===== config.mk =====
export PLATFORM = sky130hd
export DESIGN_NAME = fetch_queue
export DESIGN_NICKNAME = d
export VERILOG_FILES = /design/src/rtl/fetch_queue.sv
export SDC_FILE = /design/constraint.sdc
export NUM_CORES = 1
export LEC_CHECK = 0
export ABC_AREA = 0
export BUFFER_PORTS_ARGS = -buffer_cell sky130_fd_sc_hd__buf_4
export CAP_MARGIN = 20
export CORE_MARGIN = 1.5
export CORE_UTILIZATION = 47
export DETAILED_ROUTE_END_ITERATION = 8
export GPL_TIMING_DRIVEN = 0
export PLACE_DENSITY = 0.69
export SYNTH_ARGS = -nofsm -noshare
export SYNTH_HDL_FRONTEND = slang
export SYNTH_SLANG_ARGS = --single-unit
export TNS_END_PERCENT = 5

===== constraint.sdc =====
create_clock -name clk -period 4.25 [get_ports clk]
set_input_delay 1.275 -clock clk [delete_from_list [all_inputs] [get_ports clk]]
set_output_delay 1.275 -clock clk [all_outputs]
set_load 0.01 [all_outputs]

===== src/rtl/fetch_queue.sv =====
// Prefetch queue ahead of IF/ID. It fetches sequential words over req/ack and buffers up to DEPTH {pc+4, instr} pairs.
// Defining FETCH_QUEUE_BYPASS_EN forwards an ack straight to the outputs when the queue is empty (zero-cycle ack-to-out).
module fetch_queue #(
    parameter int unsigned DEPTH    = 4,
    parameter logic [31:0] RESET_PC = 32'd0
) (
    input  logic        clk,
    input  logic        reset,
    input  logic        redirect,
    input  logic [31:0] redirect_pc,
    input  logic        hold,
    output logic        mem_req,
    output logic [31:0] mem_addr,
    input  logic        mem_ack,
    input  logic [31:0] mem_rdata,
    output logic        out_valid,
    output logic [31:0] out_pc4,
    output logic [31:0] out_instr
);
    localparam int unsigned AW = (DEPTH > 1) ? $clog2(DEPTH) : 1;
    localparam int unsigned CW = AW + 1;
    localparam logic [CW-1:0] DEPTH_C = CW'(DEPTH);

    typedef enum logic [1:0] {
        IDLE,
        WAIT,
        DROP
    } state_t;

    state_t        state_q, state_d;
    logic [31:0]   fpc_q, fpc_d;
    logic [31:0]   addr_q, addr_d;
    logic [AW-1:0] head_q, head_d;
    logic [AW-1:0] tail_q, tail_d;
    logic [CW-1:0] count_q, count_d;
    logic [31:0]   pc4_mem   [DEPTH];
    logic [31:0]   instr_mem [DEPTH];

    logic        q_valid;
    logic        ack_take;
    logic        bypass;
    logic        push;
    logic        pop;
    logic [31:0] fpc_inc;
    logic        unused_pc_lsb;

    // Redirect targets are word aligned; the two low bits carry no information.
    assign unused_pc_lsb = ^redirect_pc[1:0];

    assign q_valid  = (count_q != '0);
    assign fpc_inc  = fpc_q + 32'd4;
    assign ack_take = (state_q == WAIT) && mem_ack && !redirect;

`ifdef FETCH_QUEUE_BYPASS_EN
    assign bypass = ack_take && !q_valid;
`else
    assign bypass = 1'b0;
`endif

    // A bypassed word consumed by decode this cycle never occupies a slot.
    assign push = ack_take && !(bypass && !hold);
    assign pop  = q_valid && !hold && !redirect;

    assign mem_req   = (state_q != IDLE);
    assign mem_addr  = addr_q;
    assign out_valid = q_valid || bypass;

    always_comb begin
        out_pc4   = 32'd0;
        out_instr = 32'd0;
        if (bypass) begin
            out_pc4   = fpc_inc;
            out_instr = mem_rdata;
        end else if (q_valid) begin
            out_pc4   = pc4_mem[head_q];
            out_instr = instr_mem[head_q];
        end
    end

    always_comb begin
        head_d  = head_q;
        tail_d  = tail_q;
        count_d = count_q;
        if (redirect) begin
            head_d  = '0;
            tail_d  = '0;
            count_d = '0;
        end else begin
            if (pop)  head_d = head_q + AW'(1);
            if (push) tail_d = tail_q + AW'(1);
            count_d = count_q + CW'(push) - CW'(pop);
        end
    end

    always_comb begin
        state_d = state_q;
        fpc_d   = fpc_q;
        addr_d  = addr_q;
        case (state_q)
            IDLE: begin
                if (!redirect && (count_q < DEPTH_C)) begin
                    state_d = WAIT;
                    addr_d  = fpc_q;
                end
            end
            WAIT: begin
                if (mem_ack) begin
                    if (redirect) begin
                        state_d = IDLE;
                    end else begin
                        fpc_d = fpc_inc;
                        if (count_d < DEPTH_C) begin
                            state_d = WAIT;
                            addr_d  = fpc_inc;
                        end else begin
                            state_d = IDLE;
                        end
                    end
                end else if (redirect) begin
                    state_d = DROP;
                end
            end
            DROP: begin
                if (mem_ack) state_d = IDLE;
            end
            default: state_d = IDLE;
        endcase
        if (redirect) fpc_d = {redirect_pc[31:2], 2'b00};
    end

    always_ff @(posedge clk) begin
        if (reset) begin
            state_q <= IDLE;
            fpc_q   <= RESET_PC;
            addr_q  <= RESET_PC;
            head_q  <= '0;
            tail_q  <= '0;
            count_q <= '0;
        end else begin
            state_q <= state_d;
            fpc_q   <= fpc_d;
            addr_q  <= addr_d;
            head_q  <= head_d;
            tail_q  <= tail_d;
            count_q <= count_d;
        end
    end

    always_ff @(posedge clk) begin
        if (push) begin
            pc4_mem[tail_q]   <= fpc_inc;
            instr_mem[tail_q] <= mem_rdata;
        end
    end
endmodule

# Yosys cells after proc, flatten, opt, wreduce, memory -nomap -nowiden
# Memories as Yosys holds them, arrays and structs flattened. A register that Yosys moved wholly into a read port is not among the register bits.
# Index checks and enable logic that the tools add are counted.
# op_classes
add_sub_neg	5
div	0
mux	24
order_cmp	2
n_bitwise	0
n_eq_ne	8
reduce_logical	18
n_shift	0
multipliers	0
# ops
op	count
32-bit two-way mux	9
32-bit case mux with 2 select lines	1
32-bit by 3-bit adder with 32-bit output (second input constant)	1
2-bit two-way mux	8
2-bit inequality test (second input constant)	4
2-bit nonzero test	4
3-bit < comparator (second input constant)	2
2-bit case mux with 3 select lines	1
1-bit logical AND	5
5-bit AND reduction	1
2-bit by 1-bit adder with 2-bit output (second input constant)	2
1-bit two-way mux	4
2-bit AND reduction	2
3-bit by 1-bit adder with 3-bit output	1
3-bit two-way mux	1
3-bit inequality test (second input constant)	1
3-bit AND reduction	1
3-bit nonzero test	1
3-bit by 1-bit subtractor with 3-bit output	1
2-bit by 1-bit equality test with 1-bit output (second input constant)	1
2-bit equality test (second input constant)	1
1-bit logical NOT	2
2-bit logical NOT	1
2-bit by 1-bit inequality test with 1-bit output (second input constant)	1
2-bit OR reduction	1
# word_totals
ram_bits	256
inputBits	69
rom_bits	0
regBits	73
output_inout_bits	98
n_memories	2
wordCells	66
latchBits	0
# memory_table
memory	words	width	read_ports	rd_ports_with_merged_regs	write_ports	line	source
instr_mem	4	32	1	1	1	37	logic [31:0] instr_mem [DEPTH];
pc4_mem	4	32	1	1	1	36	logic [31:0] pc4_mem [DEPTH];

# Depth between registers and ports, before layout
# logic_depth
depth_word	11
ltp_mapped	16
mapped_depth_nobuf	12

# Least setup slack after synthesis
# Ideal clock, no wire load.
# synth_timing
kind	in2reg
start	in mem_ack
end	reg addr_q[3], in the netlist mem_addr[3]
cell_stages	15
path_slack_ps	98
t_arrival_ps	4061
n_path_buf	3
path_cell_list	nand3b_1 > clkbuf_1 > nor2_1 > inv_1 > ha_1 > inv_1 > ha_1 > fa_1 > xnor2_1 > mux2i_1 > a31o_2 > clkbuf_1 > clkbuf_1 > nor2_1 > a311oi_1
# synth_via
elab_chain_cells	8
# synth_lines
element	line	source
start: declaration	14	input logic mem_ack,
1-bit logical AND (2 in a row)	52	assign ack_take = (state_q == WAIT) && mem_ack && !redirect;
3-bit by 1-bit adder with 3-bit output	91	count_d = count_q + CW'(push) - CW'(pop);
3-bit by 1-bit subtractor with 3-bit output	91	
3-bit two-way mux	84	if (redirect) begin
3-bit < comparator	112	if (count_d < DEPTH_C) begin
2-bit by 1-bit inequality test with 1-bit output (no source line)	--	
5-bit AND reduction (no source line) (*)	--	
end signal: assignment	142	addr_q <= addr_d;
end: declaration	32	logic [31:0] addr_q, addr_d;
# Mark *: on every way between the ends. The rest lies on a longest branch, timed or not.
# A chain may end at the register's enable or synchronous reset.

# Final worst setup path
# layout_timing
start	in mem_ack
end	reg addr_q[15], in the netlist mem_addr[15]
# The elaborated chain is that of the path after synthesis.

==> results by group <==
Drt
  • Post-route antenna net violation count: 0
  • Drt wl/cell: 19.8 um
  • Starting DRC count in detailed routing: about 840
  • First-pass detailed-route iteration total: 5
  • Vias: around 8200
  • DRC viols: 0
  • Via density: between 5 and 6
  • WL final: 30.7 mm

Global route
  • Tot GR Track Use: between 20% and 30%
  • Largest net degree at the start of global routing: 52
  • Vias in the first global route: ~8500
  • First-pass GRT wire length: about 48 mm
  • Grt total ovfl: 0
  • Initial antenna violation count: 0

STA
  • Final worst slack: slightly above 200 ps
  • Slew Limit Headroom: about 34%
  • Final worst-path cycle share: 95.1%
  • RSZ-0062 raised after global routing: false
  • Final setup vio count: 0
  • Worst clock skew: between 15 and 20 ps
  • Max Slew Vio Count: 0
  • Achievable frequency: 247 MHz
  • Worst-margin pin slew: between 900 and 1000 ps
  • Minimum clock period: 4040 ps
  • Final hold vios: 0

Setup path
  • Worst path cell trace: buf_4, nand3b_1, clkbuf_4, nor2_1, inv_1, ha_1, inv_1, ha_1, fa_1, xnor2_4, mux2i_1, a31o_2, clkbuf_4, nor2_1, a211oi_1
  • FF-to-FF Start: state_q[1]
  • Worst r2r dst: mem_addr[15]
  • Reg2Reg Depth: 15
  • Critical Path RT: 4660 ps
  • CP max-delay cell: fa_1
  • Crit path DAT: ~4500 ps
  • CP Class: in -> reg
  • CP startpoint kind: input port
  • Crit path max fanout: 10
  • CP max stage delay: about 450 ps
  • Worst reg-to-reg setup slack: between 400 and 500 ps
  • Crit. End Element: register

Worst hold path
  • Min-delay worst type: reg -> reg
  • Hold_sp: mem_addr[3]
  • Worst hold endpoint: mem_addr[3]
  • Hold path depth: 2

Clocking
  • CTS tree: built
  • Skew-Pair Late Insertion Delay: about 500 ps
  • Clk sinks: 319
  • Root buf cell: clkbuf_16
  • Clock buffer count from CTS: 34
  • Clk buf depth: 3
  • Clock transition at path regs: 60 ps
  • Hold buffers post-CTS: 0
  • Total number of H-tree levels: 2

Pwr
  • Switch Pwr: about 1.4 mW
  • Internal: between 5 and 6 mW
  • Power per cell area: between 400 and 500 nW/um2
  • Logic gate share of total power: about 6.4%
  • Sequential Power Share: 51.0%
  • Leakage: approximately 5.8 nW
  • Sw Share: between 20% and 30%
  • Tot Pwr: ~6.8 mW
  • Clk pwr share: 42.5%
  • Peak supply drop: roughly 0.21 mV

Floorplanning
  • Core Box Area: roughly 29000 um2
  • Die Span X: roughly 170 um
  • Die Span Y: approximately 170 um
  • Rows: a little over 60
  • IO Pins: 167
  • Starting Density: a little under half
  • Die ar.: 30300 um2

Layout
  • Final #Nets: 1217
  • Utilization after layout: between 50% and 60%
  • Non-filler cells, final: 1549
  • Layout overhead on the synthesized area: 21.7%
  • # diodes: 0
  • Layout cells sized above 1: between 30% and 40%

Yosys
  • Yosys reg bits: approximately 320
  • Synth unique cells: 56
  • Yosys warnings: 0
  • Avg Inst Size Synth: about 15 um2
  • Syn Std Cell Area: around 14000 um2
  • Post-synth ARST share: 0%
  • Sequential share of the synthesized area: about 64%
  • Number of synthesized flops with an enable pin: around 250
  • Syn Inst Count: ~940
  • Synth Flop Type: edfxtp_1

Flow run
  • Max-Cap Viols: 0

Placed design
  • Placed cell count: 1487
  • Number of buffers added on ports: approximately 160
  • Detailed placement HPWL: between 20 and 25 mm
  • Placer Congestion: around 0.9
  • Placement Setup Slack: -1170 ps

Outcome
  • Run status: completed
==> logic make-up (layout without fill, tap and decap cells) <==
| group | Yosys count | count (layout) | share of synthesized area, % |
|---|---|---|---|
| other | 1 | 4 | 0.0273 |
| muxes | 66 | 66 | 10.4 |
| xor gates and xnor gates | 80 | 80 | 5.09 |
| DFF | 319 | 319 | 64.5 |
| and+or+nand+nor | 300 | 300 | 12.2 |
| adders and majority gates | 8 | 8 | 0.782 |
| buffers and inverters | 96 | 322 | 3.36 |
| AOI/OAI and AO/OA | 66 | 66 | 3.61 |
==> Yosys cell counts, types with 6 or more instances <==
master,instances,area (um2)
buf_1,6,22.5
buf_6,6,67.6
edfxtp_1,248,7450
nor2_1,85,319
clkbuf_1,43,161
nor4_1,15,93.8
a21oi_1,9,45.0
and4_1,8,70.1
nor3_1,19,95.1
inv_1,11,41.3
buf_2,20,100
nand3_1,7,35.0
xnor2_1,48,420
a211oi_1,39,293
nor2b_1,67,419
dfxtp_1,71,1420
nand2_1,41,154
buf_4,8,60.1
nor4_2,6,75.1
nand4_1,10,62.6
mux4_2,62,1400
and3_1,12,75.1
ha_1,7,87.6
xor2_1,32,280
==> metrics by stage <==
stage / TNS, ps / hold WS, ps / instance area [um2]
2_1_floorplan: 0 / 469 / 13800
3_3_place_gp: -506030 / 485 / 15400
3_5_place_dp: -41030 / 496 / 15600
4_1_cts: 0 / 506 / 16700
5_1_grt: 0 / 518 / 16700
6_report: 0 / 504 / 16700
==> worst max-delay path: cells and delay by family <==
family / cells / cell delay (ps)
multiplexers: 1 / 260
XOR/XNOR: 1 / 270
buffers and inverters: 5 / 800
adder cells (fa/ha/maj): 3 / 890
AO/OA/AOI/OAI: 2 / 510
AND/OR/NAND/NOR: 3 / 450
==> cell type report <==
cell class | count | area [um2]
Fill cell | 2277 | 12000
Sequential cell | 319 | 8870
Multi-Input combinational cell | 524 | 4480
Timing Repair Buffer | 167 | 1340
Clock buffer | 47 | 941
Tap cell | 384 | 480
Buffer | 82 | 425
Clock inverter | 14 | 156
Inverter | 12 | 45.0
==> repair_timing <==
| action | 4_1_cts | 5_1_grt |
|---|---|---|
| buffers inserted | 0 | 3 |
| gates resized for setup | 12 | 0 |
| setup endpoints to repair | 30 | 30 |
==> flip-flops by register name (all words and copies together) (netlist names), named ones only <==
| signal | flops |
|---|---|
| tail_q | 2 |
| fpc_q | 30 |
| count_q | 3 |
| instr_mem | 128 |
| mem_addr | 30 |
| pc4_mem | 120 |
| state_q | 2 |
| head_q | 2 |
==> how the worst max path moves through the flow <==
stage | cells past startpoint | end | startpoint | slack (ps)
after global routing | 15 | mem_addr[29] | mem_ack | 30
after floorplan | 15 | mem_addr[3] | mem_ack | 100
after CTS | 16 | mem_addr[20] | mem_ack | 10
final | 15 | mem_addr[15] | mem_ack | 210
after detailed placement | 16 | mem_addr[20] | redirect | -1170
after global placement | 6 | instr_mem[0][18] | redirect | -1970
==> routing by layer <==
layer | up-vias | wire length, um | global-route usage (%)
li1 | 3890 | - | -
met2 | 239 | 15000 | 34.0
met1 | 4078 | 13600 | 28.0
met3 | 41 | 1620 | 3.41
met4 | 0 | 482 | 5.35
met5 | - | 0 | 0
==> cells in the final DEF, fill, tap and decap left out, types with 6 or more instances in the layout <==
master	count
a211oi_1	39
a21oi_1	9
and3_1	8
and4_1	8
buf_2	21
buf_4	170
buf_6	7
clkbuf_1	45
clkbuf_16	35
dfxtp_1	71
edfxtp_1	248
ha_1	7
inv_1	11
mux4_2	62
nand2_1	41
nand3_1	7
nand4_1	10
nor2_1	85
nor2b_1	67
nor3_1	18
nor3_2	6
nor4_1	15
nor4_2	6
xnor2_1	47
xor2_1	32
==> power by group through the flow <==
| stage | registers, mW | logic [mW] | clock network [mW] |
|---|---|---|---|
| 3_3_place_gp | 3.53 | 0.422 | 0 |
| 5_1_grt | 3.47 | 0.476 | 3.07 |
| 4_1_cts | 3.46 | 0.437 | 2.95 |
| 2_1_floorplan | 3.53 | 0.222 | 0 |
| 3_5_place_dp | 3.53 | 0.432 | 0 |
| 6_report | 3.46 | 0.438 | 2.89 |
Power figures use the tool's default switching activity.
